$ cat src/rtl/mul_sequencer_pkg.sv
// Shared definitions for the shift-add multiply sequencer.
// - op_e    : command encodings carried on the op port (11 is reserved and behaves as MUL)
// - state_e : sequencer FSM states, also exported on the debug state output
// - is_long_op() : true for the 64-bit result commands that need two register writes
package mul_sequencer_pkg;

    typedef enum logic [1:0] {
        OP_MUL   = 2'b00,
        OP_UMULL = 2'b01,
        OP_SMULL = 2'b10,
        OP_RSVD  = 2'b11
    } op_e;

    typedef enum logic [2:0] {
        S_IDLE  = 3'd0,
        S_CALC  = 3'd1,
        S_FIN   = 3'd2,
        S_WB_LO = 3'd3,
        S_WB_HI = 3'd4
    } state_e;

    function automatic logic is_long_op(input logic [1:0] op);
        return (op == OP_UMULL) || (op == OP_SMULL);
    endfunction

endpackage

$ cat src/rtl/mul_sequencer_if.sv
// Command / write-port bundle between the main FSM (master) and the
// multiply sequencer (slave).
//   start, op, a, b          : command from the main FSM; start is only looked at
//                              while the sequencer is idle, there is no ready
//                              signal -- the master must hold off while busy=1
//   busy                     : sequencer is working (every state except IDLE)
//   wr_en, wr_hi, wr_data    : register-file write request (RdLo when wr_hi=0,
//                              RdHi when wr_hi=1); the write is unconditional,
//                              the register file has no back-pressure
//   done                     : one-cycle pulse on the last write of a command
//   dbg_state                : current FSM state, for observation only
interface mul_sequencer_if
    import mul_sequencer_pkg::*;
#(
    parameter int WIDTH = 32
);
    logic             start;
    logic [1:0]       op;
    logic [WIDTH-1:0] a;
    logic [WIDTH-1:0] b;
    logic             busy;
    logic             done;
    logic             wr_en;
    logic             wr_hi;
    logic [WIDTH-1:0] wr_data;
    state_e           dbg_state;

    modport master (
        output start, op, a, b,
        input  busy, done, wr_en, wr_hi, wr_data, dbg_state
    );

    modport slave (
        input  start, op, a, b,
        output busy, done, wr_en, wr_hi, wr_data, dbg_state
    );
endinterface

$ cat src/rtl/mul_shift_add_core.sv
// Radix-2 shift-add datapath.
//   clk, reset : clock and synchronous active-high reset
//   load       : capture multiplicand/multiplier magnitudes, clear accumulator
//   step       : one iteration (conditional add into upper half, shift right)
//   negate     : replace the 2W-bit product with its two's complement
//   mcand_in   : multiplicand (already made non-negative by the sequencer)
//   mplier_in  : multiplier   (already made non-negative by the sequencer)
//   product    : 2W-bit result, valid after WIDTH steps (and optional negate)
module mul_shift_add_core #(
    parameter int WIDTH = 32
) (
    input  logic               clk,
    input  logic               reset,
    input  logic               load,
    input  logic               step,
    input  logic               negate,
    input  logic [WIDTH-1:0]   mcand_in,
    input  logic [WIDTH-1:0]   mplier_in,
    output logic [2*WIDTH-1:0] product
);
    // One spare top bit holds the carry out of the upper-half add; it is
    // shifted down on the same step, so it is always zero between steps.
    logic [2*WIDTH:0] acc;
    logic [WIDTH-1:0] mcand;
    logic [WIDTH-1:0] mplier;
    logic [WIDTH:0]   upper_sum;

    always_comb begin
        upper_sum = acc[2*WIDTH:WIDTH] + (mplier[0] ? {1'b0, mcand} : '0);
    end

    always_ff @(posedge clk) begin
        if (reset) begin
            acc    <= '0;
            mcand  <= '0;
            mplier <= '0;
        end else if (load) begin
            acc    <= '0;
            mcand  <= mcand_in;
            mplier <= mplier_in;
        end else if (step) begin
            acc    <= {1'b0, upper_sum, acc[WIDTH-1:1]};
            mplier <= mplier >> 1;
        end else if (negate) begin
            // -0 is 0 in two's complement, so a zero magnitude stays zero.
            acc    <= {1'b0, -acc[2*WIDTH-1:0]};
        end
    end

    assign product = acc[2*WIDTH-1:0];
endmodule

$ cat src/rtl/mul_sequencer.sv
// Multicycle sequencer for MUL / UMULL / SMULL on an iterative shift-add core.
//   clk, reset : clock and synchronous active-high reset
//   bus        : mul_sequencer_if slave (start/op/a/b in; busy, done,
//                wr_en, wr_hi, wr_data, dbg_state out)
// Flow: IDLE -> CALC (WIDTH cycles) -> FIN (sign fix) -> WB_LO -> [WB_HI] -> IDLE.
// SMULL is done on magnitudes; the sign is re-applied in FIN.
module mul_sequencer
    import mul_sequencer_pkg::*;
#(
    parameter int WIDTH = 32,
    parameter int CNTW  = 6
) (
    input  logic            clk,
    input  logic            reset,
    mul_sequencer_if.slave  bus
);
    state_e             state;
    state_e             state_nxt;
    logic [CNTW-1:0]    cnt;
    logic [1:0]         op_q;
    logic               neg_q;
    logic               is_smull;
    logic [WIDTH-1:0]   a_mag;
    logic [WIDTH-1:0]   b_mag;
    logic               load;
    logic               step;
    logic               negate;
    logic               last_iter;
    logic [2*WIDTH-1:0] product;

    // Operand conditioning for the accepted command. The most negative value
    // maps onto itself, which read as unsigned is exactly its magnitude.
    assign is_smull = (bus.op == OP_SMULL);
    assign a_mag    = (is_smull && bus.a[WIDTH-1]) ? -bus.a : bus.a;
    assign b_mag    = (is_smull && bus.b[WIDTH-1]) ? -bus.b : bus.b;

    assign last_iter = (cnt == CNTW'(WIDTH - 1));

    // State register
    always_ff @(posedge clk) begin
        if (reset) begin
            state <= S_IDLE;
        end else begin
            state <= state_nxt;
        end
    end

    // Next-state logic
    always_comb begin
        state_nxt = state;
        case (state)
            S_IDLE:  if (bus.start) state_nxt = S_CALC;
            S_CALC:  if (last_iter) state_nxt = S_FIN;
            S_FIN:   state_nxt = S_WB_LO;
            S_WB_LO: state_nxt = is_long_op(op_q) ? S_WB_HI : S_IDLE;
            S_WB_HI: state_nxt = S_IDLE;
            default: state_nxt = S_IDLE;
        endcase
    end

    // Output / control decode: write port depends only on registered state
    // and product; start only feeds the load strobe into registers.
    always_comb begin
        load        = 1'b0;
        step        = 1'b0;
        negate      = 1'b0;
        bus.busy    = (state != S_IDLE);
        bus.done    = 1'b0;
        bus.wr_en   = 1'b0;
        bus.wr_hi   = 1'b0;
        bus.wr_data = '0;
        case (state)
            S_IDLE:  load = bus.start;
            S_CALC:  step = 1'b1;
            S_FIN:   negate = neg_q;
            S_WB_LO: begin
                bus.wr_en   = 1'b1;
                bus.wr_data = product[WIDTH-1:0];
                bus.done    = !is_long_op(op_q);
            end
            S_WB_HI: begin
                bus.wr_en   = 1'b1;
                bus.wr_hi   = 1'b1;
                bus.wr_data = product[2*WIDTH-1:WIDTH];
                bus.done    = 1'b1;
            end
            default: ;
        endcase
    end

    // Command latch and iteration counter
    always_ff @(posedge clk) begin
        if (reset) begin
            cnt   <= '0;
            op_q  <= OP_MUL;
            neg_q <= 1'b0;
        end else if (load) begin
            cnt   <= '0;
            op_q  <= bus.op;
            neg_q <= is_smull && (bus.a[WIDTH-1] ^ bus.b[WIDTH-1]);
        end else if (step) begin
            cnt   <= cnt + 1'b1;
        end
    end

    assign bus.dbg_state = state;

    mul_shift_add_core #(
        .WIDTH (WIDTH)
    ) u_core (
        .clk       (clk),
        .reset     (reset),
        .load      (load),
        .step      (step),
        .negate    (negate),
        .mcand_in  (a_mag),
        .mplier_in (b_mag),
        .product   (product)
    );
endmodule

$ cat src/flat_wrapper.sv
// flat-port wrapper written by rule: the top's interface ports become plain ports
module mul_sequencer_flat import mul_sequencer_pkg::*;
#(
    parameter int WIDTH = 32,
    parameter int CNTW  = 6
)
  (clk, reset, bus_start, bus_op, bus_a, bus_b, bus_busy, bus_done, bus_wr_en, bus_wr_hi, bus_wr_data, bus_dbg_state);
  mul_sequencer_if #(.WIDTH(WIDTH)) bus_i ();
  input  logic clk;
  input  logic reset;
  input wire logic [$bits(bus_i.start)-1:0] bus_start;
  input wire logic [$bits(bus_i.op)-1:0] bus_op;
  input wire logic [$bits(bus_i.a)-1:0] bus_a;
  input wire logic [$bits(bus_i.b)-1:0] bus_b;
  output wire logic [$bits(bus_i.busy)-1:0] bus_busy;
  output wire logic [$bits(bus_i.done)-1:0] bus_done;
  output wire logic [$bits(bus_i.wr_en)-1:0] bus_wr_en;
  output wire logic [$bits(bus_i.wr_hi)-1:0] bus_wr_hi;
  output wire logic [$bits(bus_i.wr_data)-1:0] bus_wr_data;
  output wire logic [$bits(bus_i.dbg_state)-1:0] bus_dbg_state;
  assign bus_i.start = bus_start;
  assign bus_i.op = bus_op;
  assign bus_i.a = bus_a;
  assign bus_i.b = bus_b;
  assign bus_busy = bus_i.busy;
  assign bus_done = bus_i.done;
  assign bus_wr_en = bus_i.wr_en;
  assign bus_wr_hi = bus_i.wr_hi;
  assign bus_wr_data = bus_i.wr_data;
  assign bus_dbg_state = bus_i.dbg_state;
  mul_sequencer #(.WIDTH(WIDTH), .CNTW(CNTW)) u_core (.clk(clk), .reset(reset), .bus(bus_i));
endmodule
$ cat config.mk
export PLATFORM = sky130hd
export DESIGN_NAME = mul_sequencer_flat
export DESIGN_NICKNAME = d
export VERILOG_FILES = /design/src/rtl/mul_sequencer_pkg.sv /design/src/rtl/mul_sequencer_if.sv /design/src/rtl/mul_shift_add_core.sv /design/src/rtl/mul_sequencer.sv /design/src/flat_wrapper.sv
export SDC_FILE = /design/constraint.sdc
export NUM_CORES = 1
export LEC_CHECK = 0
export CORE_ASPECT_RATIO = 0.7
export CORE_MARGIN = 10
export CORE_UTILIZATION = 58
export CTS_CLUSTER_DIAMETER = 40
export DETAILED_ROUTE_END_ITERATION = 8
export GPL_ROUTABILITY_DRIVEN = 0
export PLACE_DENSITY = 0.88
export REMOVE_ABC_BUFFERS = 1
export SYNTH_ARGS = -nofsm -noshare
export SYNTH_HDL_FRONTEND = slang
export SYNTH_SLANG_ARGS = --single-unit
$ cat constraint.sdc
create_clock -name clk -period 4.1 [get_ports clk]
set_input_delay 1.025 -clock clk [delete_from_list [all_inputs] [get_ports clk]]
set_output_delay 1.025 -clock clk [all_outputs]
set_load 0.02 [all_outputs]
==> flow_summary.yaml <==
cells_and_area:
  antenna_fix_cells: 0
  final_net_count: 1477
  fraction_of_final_layout_cells_sized_beyond_drive_strength_1: 0.0484
  area_overhead_vs_synth_pct: 18.3
  instances_no_fill: 1609
floorplanning:
  io_pins: 108
  die-width_um: 175
  die_h_um: 129
  initial_utilization: 0.595
  floorplan.die_area_um2: 22600
  core_area_um2: 16400
  placement_rows: 39
power:
  power-per-cell-area_nw_per_um2: 345
  post-layout-total-power_w: 0.00400
  total_leakage_power_nw: 4.56
  ir_drop_mv: 0.280
logic_synthesis:
  synth.avg_cell_area_um2: 7.43
  yosys.cell_count.top_type: "nor2_1"
  synth_fa_ha_area_frac: 0.0481
  synth_top_cell_area_share: 0.286
  synth-warning-count: 0
  yosys.cell_types.count: 61
  yosys.area.top_type: "dfxtp_1"
  multiplexer_area_fraction_after_synthesis: 0.00102
  async_flop_share: 0
  synth_area_leaders: "dfxtp_1, nor2_1, nand2_1, xor2_1, xnor2_1"
  post_synth_edffs: 0
  synthesis.area_um2: 9790
  main_combinational_cell_family_by_area_after_synthesis: "compound AO/OA/AOI/OAI gates"
  post_synth_xor_area_fraction: 0.105
  synth_commonest_cells: "nor2_1, nand2_1, dfxtp_1, a21oi_1, clkbuf_1"
  yosysSeqAreaShare: 0.286
  compound_gate_fraction_of_synth_area: 0.266
  synthFlopType: "dfxtp_1"
  ys_ff_latch: 140
  netlist_instances: 1317
  synth_simple_gate_area_frac: 0.250
setup_path:
  arrival_ps: 4090
  critical_path_class: "register to register"
  reg2reg_slack_ps: 290
  r2r_start: "u_core.u_core.mplier[0]"
  critPathMaxFanout: 6
  critical_path.reg2reg.endpoint: "u_core.u_core.acc[63]"
  delay_of_the_slowest_critical_path_stage_ps: 520
  worst_setup_path_start_kind: "register"
  worst_ep_required_time_ps: 4380
  timing.critical_path.cells: "and2_1 > ha_1 > fa_1 > a21o_1 > a21oi_1 > o21a_1 > o211a_1 > a2111oi_1 > buf_4 > o21bai_1 > a2111oi_1 > buf_4 > o21ai_0 > a2111oi_0"
  worst_r2r_path_depth: 14
  cp_slowest_cell: "dfxtp_1"
  critical_path.endpoint_type: "register"
clock_tree:
  cts_tree: "built"
  ctsLongestPathBuffers: 2
  cts.reportedPaths.clkPinSlew_ps: 60
  root_buffer: "clkbuf_16"
  cts_num_sinks: 140
  clkLatencyLatePin_ps: 420
  cts.htree.levels: 4
  cts_hold_repair.buffers: 0
  number_of_cts_inserted_buffers: 17
grt:
  grt.met2_usage: 0.333
  grtUsageTotal: 0.239
  pin_count_of_the_biggest_net_entering_global_routing: 70
  grt_pass1_wl_um: 45400
  globalRoute.totalOverflow: 0
  globalRoute.busiestLayer: "met1"
  number_of_global_route_vias_before_repair: 9023
  grt_antenna_before_repair: 0
  groute.layer.met1.usage: 0.343
  grt.met3_usage: 0.0690
routing:
  wl_per_cell_um: 17.3
  final_routed_drc_violation_total: 0
  total_wire_length_um: 27800
  ant_nets: 0
  route.vias.total: 10000
  drtPass1Iterations: 6
  drt-initial-drc-count: 1311
  vias_per_cell: 6.23
sta:
  finalSetupTns_ps: 0
  min_period_over_period: 0.928
  timing.fmax_mhz: 263
  max_clock_skew_ps: 8.45
  slew_headroom: 0.295
  period_minus_slack_ps: 3810
  grt_setup_unrepaired: "false"
  final-hold-violation-count: 0
  slew_viol_final: 0
  worstMarginPinSlew_ps: 1050
  setup_viols_final: 0
run:
  maxCapViolations: 0
place:
  dp.cells: 1577
  port-buffer-count: 107
  dp_hpwl_um: 20000
worst_hold_path:
  min_path_type: "register to register"
  worst_hold_path.endpoint: "u_core.u_core.mcand[22]"
  worst_hold_startpoint: "u_core.u_core.mcand[22]"
  worstHoldPathCells: 2
outcome:
  outcome: "finished clean"
-- state kept, by name (all words and copies together) (netlist names) --
name,cells
u_core.u_core.mcand,32
u_core.op_q,2
u_core.cnt,6
u_core.neg_q,1
u_core.bus.dbg_state,3
u_core.u_core.mplier,32
u_core.u_core.acc,64
-- where the power goes --
part	total (W)	switching (W)	internal [W]
combinational	0.000814	0.000499	0.000315
clock	0.00162	0.000567	0.00105
sequential	0.00156	0.0000995	0.00146
total	0.00400	0.00117	0.00283
-- per-stage QoR --
stage | hold slack [ps] | setup WS (ps) | utilization | instance area [µm²]
2_1_floorplan | 421 | -3940 | - | 9440
3_3_place_gp | 435 | 210 | 0.666 | 11000
3_5_place_dp | 442 | -78.8 | 0.666 | 11000
4_1_cts | 450 | 280 | 0.704 | 11600
5_1_grt | 467 | 15.5 | 0.704 | 11600
6_report | 458 | 295 | 0.704 | 11600
-- cell type report --
type                    count  area [µm²]
clock inverters             6         105
repair buffers            125        1210
clock buffers              26         519
inverters                  21        78.8
fillers                  1319        4870
multi-input cells        1066        6580
flip-flops and latches    140        2800
well taps                 225         282
-- cell usage in the layout, fill, tap and decap left out, drive strengths merged, types with 5 or more instances in the layout --
cell type,netlist,layout
a211oi,40,40
a31oi,12,12
buf,18,19
a221oi,9,9
nor3,45,45
inv,21,21
or3,15,15
or4,15,15
a21o,22,22
nor2,180,180
xor2,60,60
nand2,153,153
nand4,7,7
and2,37,37
a22oi,13,13
nand3,24,24
a222oi,6,6
a311oi,35,35
ha,36,36
clkdlybuf4s50,0,106
dfxtp,140,140
nand2b,8,8
o31ai,14,14
o21ai,66,66
a22o,32,32
o41ai,9,9
a21oi,97,97
o21bai,5,5
clkbuf,72,26
xnor2,57,57
nor4,18,18
nor3b,5,5
-- critical path: cells and delay by family, from the launching register on --
family                     cells  cell delay [ps]
AOI/OAI and AO/OA              9             2130
adders and majority gates      2              410
buffers and inverters          2              380
DFF                            1              520
and+or+nand+nor                1              230
-- kinds of logic after synthesis --
logic type,count (synthesis)
AOI/OAI and AO/OA,383
xor gates and xnor gates,117
adders and majority gates,37
buffers and inverters,111
DFF,140
muxes,1
and+or+nand+nor,528
-- timing repair --
item,CTS,global route
hold endpoints to repair,0,0
gates resized for setup,0,2
buffers inserted,0,0
endpoints found under the setup margin,0,1
-- layer usage --
layer	part of all wire	routed length, µm
met1	0.46	12800
met2	0.41	11300
met3	0.12	3310
met4	0.017	470
met5	0	0
-- how the worst max path moves through the flow --
stage                                 start                        to  cells past startpoint
floorplan           u_core.bus.dbg_state[0]      u_core.u_core.acc[3]                      5
global placement                   bus_b[2]  u_core.u_core.mplier[26]                     10
detailed placement                 bus_b[2]  u_core.u_core.mplier[26]                     10
CTS                 u_core.u_core.mplier[0]     u_core.u_core.acc[63]                     14
global route        u_core.u_core.mplier[0]     u_core.u_core.acc[63]                     14
finish              u_core.u_core.mplier[0]     u_core.u_core.acc[63]                     14
(Power assumes the default switching activity.)
